[src/rtl/pec_channel_arbiter.sv]
// Round-robin arbiter that shares one SMBus CRC-8 (PEC) engine among NUM_CH channels, each with a private context.
// Define PEC_BITSERIAL_EN to run DATA ops through a one-iteration-per-cycle engine instead of the single-cycle step.
module pec_channel_arbiter #(
    parameter int         NUM_CH   = 2,
    parameter logic [7:0] CRC_INIT = 8'h00,
    parameter logic [7:0] CRC_POLY = 8'h07
) (
    input  logic                i_sys_clk,
    input  logic                i_rst,
    input  logic                i_pec_en,
    input  logic [NUM_CH-1:0]   i_req_valid,
    output logic [NUM_CH-1:0]   o_req_ready,
    input  logic [2*NUM_CH-1:0] i_req_op,
    input  logic [8*NUM_CH-1:0] i_req_data,
    output logic [NUM_CH-1:0]   o_rsp_valid,
    output logic [8*NUM_CH-1:0] o_rsp_pec,
    output logic [NUM_CH-1:0]   o_rsp_error,
    output logic                o_busy
);

    localparam int SEL_W = (NUM_CH > 2) ? 2 : 1;

    localparam logic [1:0] OP_CLEAR = 2'b00;
    localparam logic [1:0] OP_DATA  = 2'b01;
    localparam logic [1:0] OP_GEN   = 2'b10;
    localparam logic [1:0] OP_CHECK = 2'b11;

    localparam logic [1:0] ST_IDLE = 2'd0;
    localparam logic [1:0] ST_RESP = 2'd1;
`ifdef PEC_BITSERIAL_EN
    localparam logic [1:0] ST_EXEC = 2'd2;
`endif

    function automatic logic [7:0] crc_bit(input logic [7:0] c);
        return c[7] ? ({c[6:0], 1'b0} ^ CRC_POLY) : {c[6:0], 1'b0};
    endfunction

`ifndef PEC_BITSERIAL_EN
    function automatic logic [7:0] crc_byte(input logic [7:0] c, input logic [7:0] d);
        logic [7:0] r;
        r = c ^ d;
        for (int k = 0; k < 8; k++) r = crc_bit(r);
        return r;
    endfunction
`endif

    logic [7:0]          ctx [NUM_CH];
    logic [1:0]          state;
    logic [SEL_W-1:0]    ptr;
    logic [NUM_CH-1:0]   grant;
    logic [SEL_W-1:0]    gsel;
    logic [SEL_W-1:0]    cand;
    logic                found;
    logic                engine_free;
    int                  idx;
    logic [1:0]          op_sel;
    logic [7:0]          data_sel;
    logic [7:0]          ctx_sel;
    logic [NUM_CH-1:0]   rsp_valid;
    logic [NUM_CH-1:0]   rsp_error;
    logic [8*NUM_CH-1:0] rsp_pec;
`ifdef PEC_BITSERIAL_EN
    logic [7:0]          shreg;
    logic [2:0]          cnt;
    logic [SEL_W-1:0]    exec_ch;
`endif

    // Only the bit-serial EXEC state blocks acceptance; the RESP cycle can take a new request.
`ifdef PEC_BITSERIAL_EN
    assign engine_free = (state != ST_EXEC);
`else
    assign engine_free = 1'b1;
`endif

    always_comb begin
        grant = '0;
        gsel  = '0;
        cand  = '0;
        idx   = 0;
        found = 1'b0;
        if (!i_rst && i_pec_en && engine_free) begin
            for (int i = 0; i < NUM_CH; i++) begin
                idx = int'(ptr) + i;
                if (idx >= NUM_CH) idx = idx - NUM_CH;
                cand = SEL_W'(idx);
                if (!found && i_req_valid[cand]) begin
                    found       = 1'b1;
                    grant[cand] = 1'b1;
                    gsel        = cand;
                end
            end
        end
    end

    assign op_sel      = i_req_op[int'(gsel)*2 +: 2];
    assign data_sel    = i_req_data[int'(gsel)*8 +: 8];
    assign ctx_sel     = ctx[gsel];
    assign o_req_ready = grant;
    assign o_rsp_valid = rsp_valid;
    assign o_rsp_pec   = rsp_pec;
    assign o_rsp_error = rsp_error;
    assign o_busy      = (state != ST_IDLE);

    always_ff @(posedge i_sys_clk) begin
        if (i_rst) begin
            for (int i = 0; i < NUM_CH; i++) ctx[i] <= CRC_INIT;
            state     <= ST_IDLE;
            ptr       <= '0;
            rsp_valid <= '0;
            rsp_error <= '0;
            rsp_pec   <= '0;
`ifdef PEC_BITSERIAL_EN
            cnt       <= '0;
            exec_ch   <= '0;
`endif
        end else if (!i_pec_en) begin
            // Disable wipes every context and aborts any in-flight op; last results stay visible.
            for (int i = 0; i < NUM_CH; i++) ctx[i] <= CRC_INIT;
            state     <= ST_IDLE;
            rsp_valid <= '0;
`ifdef PEC_BITSERIAL_EN
            cnt       <= '0;
`endif
        end else begin
            rsp_valid <= '0;
            if (state == ST_RESP) state <= ST_IDLE;
`ifdef PEC_BITSERIAL_EN
            if (state == ST_EXEC) begin
                shreg <= crc_bit(shreg);
                cnt   <= cnt + 3'd1;
                if (cnt == 3'd7) begin
                    ctx[exec_ch] <= crc_bit(shreg);
                    cnt          <= '0;
                    state        <= ST_IDLE;
                end
            end
`endif
            if (found) begin
                if (int'(gsel) == NUM_CH - 1) ptr <= '0;
                else                          ptr <= gsel + 1'b1;
                case (op_sel)
                    OP_CLEAR: begin
                        ctx[gsel] <= CRC_INIT;
                        state     <= ST_IDLE;
                    end
                    OP_DATA: begin
`ifdef PEC_BITSERIAL_EN
                        shreg   <= ctx_sel ^ data_sel;
                        exec_ch <= gsel;
                        cnt     <= '0;
                        state   <= ST_EXEC;
`else
                        ctx[gsel] <= crc_byte(ctx_sel, data_sel);
                        state     <= ST_IDLE;
`endif
                    end
                    OP_GEN: begin
                        rsp_pec[int'(gsel)*8 +: 8] <= ctx_sel;
                        rsp_error[gsel]            <= 1'b0;
                        rsp_valid[gsel]            <= 1'b1;
                        ctx[gsel]                  <= CRC_INIT;
                        state                      <= ST_RESP;
                    end
                    OP_CHECK: begin
                        rsp_pec[int'(gsel)*8 +: 8] <= ctx_sel;
                        rsp_error[gsel]            <= (ctx_sel != data_sel);
                        rsp_valid[gsel]            <= 1'b1;
                        ctx[gsel]                  <= CRC_INIT;
                        state                      <= ST_RESP;
                    end
                    default: state <= ST_IDLE;
                endcase
            end
        end
    end

endmodule
[config.mk]
export PLATFORM = sky130hd
export DESIGN_NAME = pec_channel_arbiter
export DESIGN_NICKNAME = d
export VERILOG_FILES = /design/src/rtl/pec_channel_arbiter.sv
export SDC_FILE = /design/constraint.sdc
export NUM_CORES = 1
export LEC_CHECK = 0
export BUFFER_PORTS_ARGS = -buffer_cell sky130_fd_sc_hd__buf_4
export CORE_MARGIN = 2
export CORE_UTILIZATION = 50
export CTS_CLUSTER_DIAMETER = 60
export DETAILED_ROUTE_END_ITERATION = 10
export PLACE_DENSITY_LB_ADDON = 0.1
export SKIP_CTS_REPAIR_TIMING = 1
export SYNTH_ARGS = -nofsm -noshare
export SYNTH_HDL_FRONTEND = slang
export SYNTH_SLANG_ARGS = --single-unit
[constraint.sdc]
create_clock -name i_sys_clk -period 3.1 [get_ports i_sys_clk]
set_input_delay 0.31 -clock i_sys_clk [delete_from_list [all_inputs] [get_ports i_sys_clk]]
set_output_delay 0.31 -clock i_sys_clk [all_outputs]
set_load 0.01 [all_outputs]
Word level (Yosys, flattened, before mapping)
Memories as Yosys holds them, arrays and structs flattened.
Index checks and enable logic that the tools add are counted.
{"block": "word_totals", "mem_bits_rw": 16, "elab_cells": 140, "inputBits": 25, "out_inout_bits": 23, "register_bits": 23, "mem_count": 1}
{"memory": "ctx", "words": 2, "word_bits": 8, "rd": 1, "rd_ports_with_merged_regs": 0, "write_ports": 2, "line": "47", "text": "logic [7:0] ctx [NUM_CH];"}
{"block": "classes", "bitwise_logic": 20, "shift": 4, "n_reduce_logical": 19, "n_eq_ne": 5, "muxes": 73, "n_addsub": 5, "order_cmp": 8}
{"op": "two-way mux 8 bit", "count": 6}
{"op": "two-way mux 1 bit", "count": 46}
{"op": "negator 4 -> 33 bit", "count": 1}
{"op": "variable shift 8 x 33 -> 16 bit, first input constant", "count": 1}
{"op": "variable part select 8 x 33 -> 16 bit", "count": 1}
{"op": "two-way mux 3 bit", "count": 8}
{"op": "NOT 3 bit", "count": 8}
{"op": "bitwise mux 16 bit", "count": 1}
{"op": "variable part select 16 x 5 -> 8 bit", "count": 1}
{"op": "two-way mux 2 bit", "count": 6}
{"op": "!= test 8 bit", "count": 1}
{"op": "case mux 2 bit (2 select lines)", "count": 2}
{"op": "OR reduction 8 bit", "count": 1}
{"op": "bitwise XOR 8 bit", "count": 1}
{"op": "< comparator 1 x 2 -> 1 bit, second input constant", "count": 3}
{"op": "AND reduction 3 bit", "count": 2}
{"op": "nonzero test 2 bit", "count": 3}
{"op": "OR reduction 2 bit", "count": 3}
{"op": "logical AND 1 bit", "count": 5}
{"op": "OR 1 bit", "count": 5}
{"op": "== test 2 x 1 -> 1 bit, second input constant", "count": 2}
{"op": "== test 2 bit, second input constant", "count": 2}
{"op": "OR reduction 4 bit", "count": 1}
{"op": "variable part select 4 x 3 -> 2 bit", "count": 1}
{"op": "other kinds (15)", "count": 23}

Longest topological paths before layout
{"block": "depth", "word_depth": 33, "depth_mapped": 10}

Least setup slack after synthesis
Ideal clock, no wire load.
{"block": "synth_timing", "path_kind": "input to register", "from": "in i_rst", "to": "mem ctx[0][5] (data pin)", "cell_stages": 9, "slack_ns": 1.215, "arrival_time_ns": 1.623, "path_cell_list": "buf_6 > nor2b_4 > nand3_4 > buf_1 > nand2_1 > o21ai_0 > ha_1 > xor2_1 > nor2_1"}
{"element": "start: declaration", "line": "9", "text": "input logic i_rst,"}
{"element": "end: declaration", "line": "47"}

==> impl_metrics.env <==
export IMPL_post_drt_wl_per_cell_um=13.65
export IMPL_syn2layout_area_growth_pct=23.27
export IMPL_rr_endpoint="ctx[1][3]$_SDFFCE_PN0P_"
export IMPL_die_height_um=65.88
export IMPL_cts_buffers=5
export IMPL_synth_compound_area_share_pct=6.405
export IMPL_hold_class="in -> reg"
export IMPL_cp_slowest_cell="mux2_2"
export IMPL_ys_types=32
export IMPL_syn_inst=193
export IMPL_sw_frac_of_total_pct=27.75
export IMPL_ir_drop_uv=308.6
export IMPL_required_ns=3.15
export IMPL_vias=1490
export IMPL_synthArstFlopShare_pct=0
export IMPL_clock_power_share_pct=29.4
export IMPL_grt_pass1_wl_um=6768
export IMPL_rows=22
export IMPL_cp_arrival_ns=2.07
export IMPL_rsz0062_at_grt="false"
export IMPL_synth_xor_area_share_pct=16.93
export IMPL_p_int_mw=0.8038
export IMPL_max_stage_delay_ns=0.39
export IMPL_fin_crit_ns=2.020
export IMPL_fin_setup_tns_ns=0
export IMPL_tightest_slew_ns=0.5304
export IMPL_cp_num_buf_inv=0
export IMPL_synth_area_per_cell_um2=9.919
export IMPL_viasPerCell=5.156
export IMPL_power_share_sequential_pct=49.3
export IMPL_p_leak_nw=0.9734
export IMPL_hpwlAfterDp_um=2994
export IMPL_path_max_fanout=17
export IMPL_yosysMostFrequentCell="nand2_1"
export IMPL_worstSetupStartpoint="ptr$_SDFFE_PP0P_"
export IMPL_synth_simple_gate_area_share_pct=16.67
export IMPL_p_sw_mw=0.3087
export IMPL_crit_path_end_kind="flip-flop"
export IMPL_slew_headroom_pct=64.64
export IMPL_timing_fmax_ghz=0.4952
export IMPL_root_buffer="clkbuf_8"
export IMPL_ff2ff_path_depth=6
export IMPL_synth_edf_count=16
export IMPL_period_share_pct=65.15
export IMPL_fin_nets=268
export IMPL_synth_nets=221
export IMPL_grt_usage_pct=20.81
export IMPL_synthTopCellsByArea="edfxtp_1 25%, dfxtp_1 23%, xnor2_1 13%"
export IMPL_core_area_um2=3661
export IMPL_yosysWarnings=0
export IMPL_clk_pin_slew_ns=0.08
export IMPL_synth_area_leader_cell="edfxtp_1"
export IMPL_cts_path_max_buffers=2
export IMPL_synth_top_family_by_area="XOR/XNOR gates"
export IMPL_fin_ws_ns=1.080
export IMPL_ios=48
export IMPL_h_tree_depth=2
export IMPL_tritoncts="yes"
export IMPL_crit_end="ctx[1][3]$_SDFFCE_PN0P_"
export IMPL_synth_seq_area_share_pct=48.10
export IMPL_ant_nets=0
export IMPL_finalHoldViolations=0
export IMPL_crit_chain="nand2b_1 > nand3_4 > mux2_2 > ha_1 > xnor2_1 > nor2_1"
export IMPL_dieWidth_um=65.88
export IMPL_fin_total_pwr_mw=1.113
export IMPL_cts_sinks=38
export IMPL_power_density_nw_per_um2=471.5
export IMPL_crit_type="reg -> reg"
export IMPL_critPathTopFamily="simple AND/OR/NAND/NOR gates"
export IMPL_port_buffers=47
export IMPL_drt_iter0_drc=87
export IMPL_drive_gt1_share_pct=25.31
export IMPL_synth_mux_area_fraction_pct=6.405
export IMPL_worstReg2RegStart="ptr$_SDFFE_PP0P_"
export IMPL_routed_wl_um=3946
export IMPL_die_area_um2=4340
export IMPL_synth_top_cell_area_share_pct=25.10
export IMPL_crit_cells=6
export IMPL_setup_violations=0
export IMPL_maxSlewViolCount=0
export IMPL_p_comb_share_pct=21.2
export IMPL_worst_r2r_setup_slack_ns=1.08
export IMPL_synth_seq_cells=38
export IMPL_antenna_found_initial=0
export IMPL_grt_max_degree=20
export IMPL_synth_top_cells_by_count="35 x nand2_1, 29 x xnor2_1, 25 x nor2_1"
export IMPL_cp_start_kind="flip-flop"
export IMPL_dr_pass1_iters=4
export IMPL_yosys_area_share_adder_pct=1.961
export IMPL_syn_cell_area_um2=1914
export IMPL_clock_skew_ns=0.005558
export IMPL_place_gp_congestion=0.8933
export IMPL_status="finished, final reports clean"
export IMPL_start_util_pct=52.29
export IMPL_diodes=0
export IMPL_dpl_worst_slack_ns=0.9411
export IMPL_clkLatencyLatePin_ns=0.29
export IMPL_postSynth_topFlopCell="dfxtp_1"
export IMPL_grt_pass1_vias=1537
export IMPL_grt_ovfl_total=0
export IMPL_drc=0
export IMPL_maxCapViolations=0
==> flip-flops by register name (all words and copies together) (netlist names) <==
signal       flops
ctx             16
o_rsp_pec       16
o_rsp_error      2
o_rsp_valid      2
ptr              1
state            1
==> tightest hold or removal path, stage by stage <==
cell and delay (ns):
buf_4 0.12, nand2_1 0.06, a21oi_1 0.06
==> cells in the final DEF, fill, tap and decap left out, types with 2 or more instances in the layout <==
| master | instances |
|---|---|
| ha_1 | 3 |
| edfxtp_1 | 16 |
| mux2_2 | 2 |
| nor2_1 | 25 |
| and3_1 | 2 |
| inv_1 | 2 |
| xnor2_1 | 29 |
| xor2_1 | 8 |
| clkbuf_8 | 5 |
| dfxtp_1 | 22 |
| nand4_1 | 2 |
| buf_4 | 47 |
| a311oi_1 | 2 |
| nand2_1 | 35 |
| o21ai_0 | 5 |
| clkinv_1 | 2 |
| a21oi_1 | 10 |
| mux2i_1 | 10 |
==> through the flow <==
| step | cells | hold WS [ns] | area (um2) | util, % |
|---|---|---|---|---|
| floorplan | 193 | 0.4505 | 1914 | - |
| global placement | 281 | 0.4476 | 2275 | 62.13 |
| detailed placement | 281 | 0.4500 | 2275 | 62.13 |
| CTS | 289 | 0.2894 | 2360 | 64.46 |
| global route | 289 | 0.3029 | 2360 | 64.46 |
| finish | 289 | 0.3019 | 2360 | 64.46 |
==> power by group through the flow <==
stage / registers (mW) / clock network [mW] / logic, mW
finish: 0.549 / 0.327 / 0.236
CTS: 0.549 / 0.335 / 0.237
detailed placement: 0.561 / 0 / 0.235
global placement: 0.560 / 0 / 0.236
global route: 0.551 / 0.352 / 0.263
floorplan: 0.560 / 0 / 0.168
==> area by class of cell <==
class	count	area, um2
timing repair buffer	47	352.8
tap	48	60.06
inverter	4	15.01
fill	338	1301
sequential	38	920.9
clock buffer	5	68.82
clock inverter	3	16.27
multi-input combinational	144	925.9
==> metal layers <==
layer	wire length (um)	part of all wire, %	GRT usage (%)
met3	192	4.9	4.600
met2	1881	48	33.96
met4	68	1.7	8.594
met5	0	0	0
met1	1804	46	26.55
==> worst min-delay path by stage <==
stage                                            from                          end  slack, ns  depth (start not counted)
after floorplan                           i_req_op[1]        state[0]$_SDFFE_PP0P_       0.45                          2
after global placement    o_rsp_error[0]$_SDFFE_PP0P_  o_rsp_error[0]$_SDFFE_PP0P_       0.45                          2
after detailed placement    o_rsp_pec[9]$_SDFFE_PP0P_    o_rsp_pec[9]$_SDFFE_PP0P_       0.45                          2
after CTS                                 i_req_op[1]        state[0]$_SDFFE_PP0P_       0.29                          3
after global routing                      i_req_op[1]        state[0]$_SDFFE_PP0P_       0.30                          3
final                                     i_req_op[1]        state[0]$_SDFFE_PP0P_       0.30                          3
==> cells by family after synthesis <==
logic type                 count (synthesis)
adders and majority gates                  3
AOI/OAI and AO/OA                         21
and+or+nand+nor                           71
muxes                                     12
xor gates and xnor gates                  37
DFF                                       38
buffers and inverters                     11
Power figures use the tool's default switching activity.
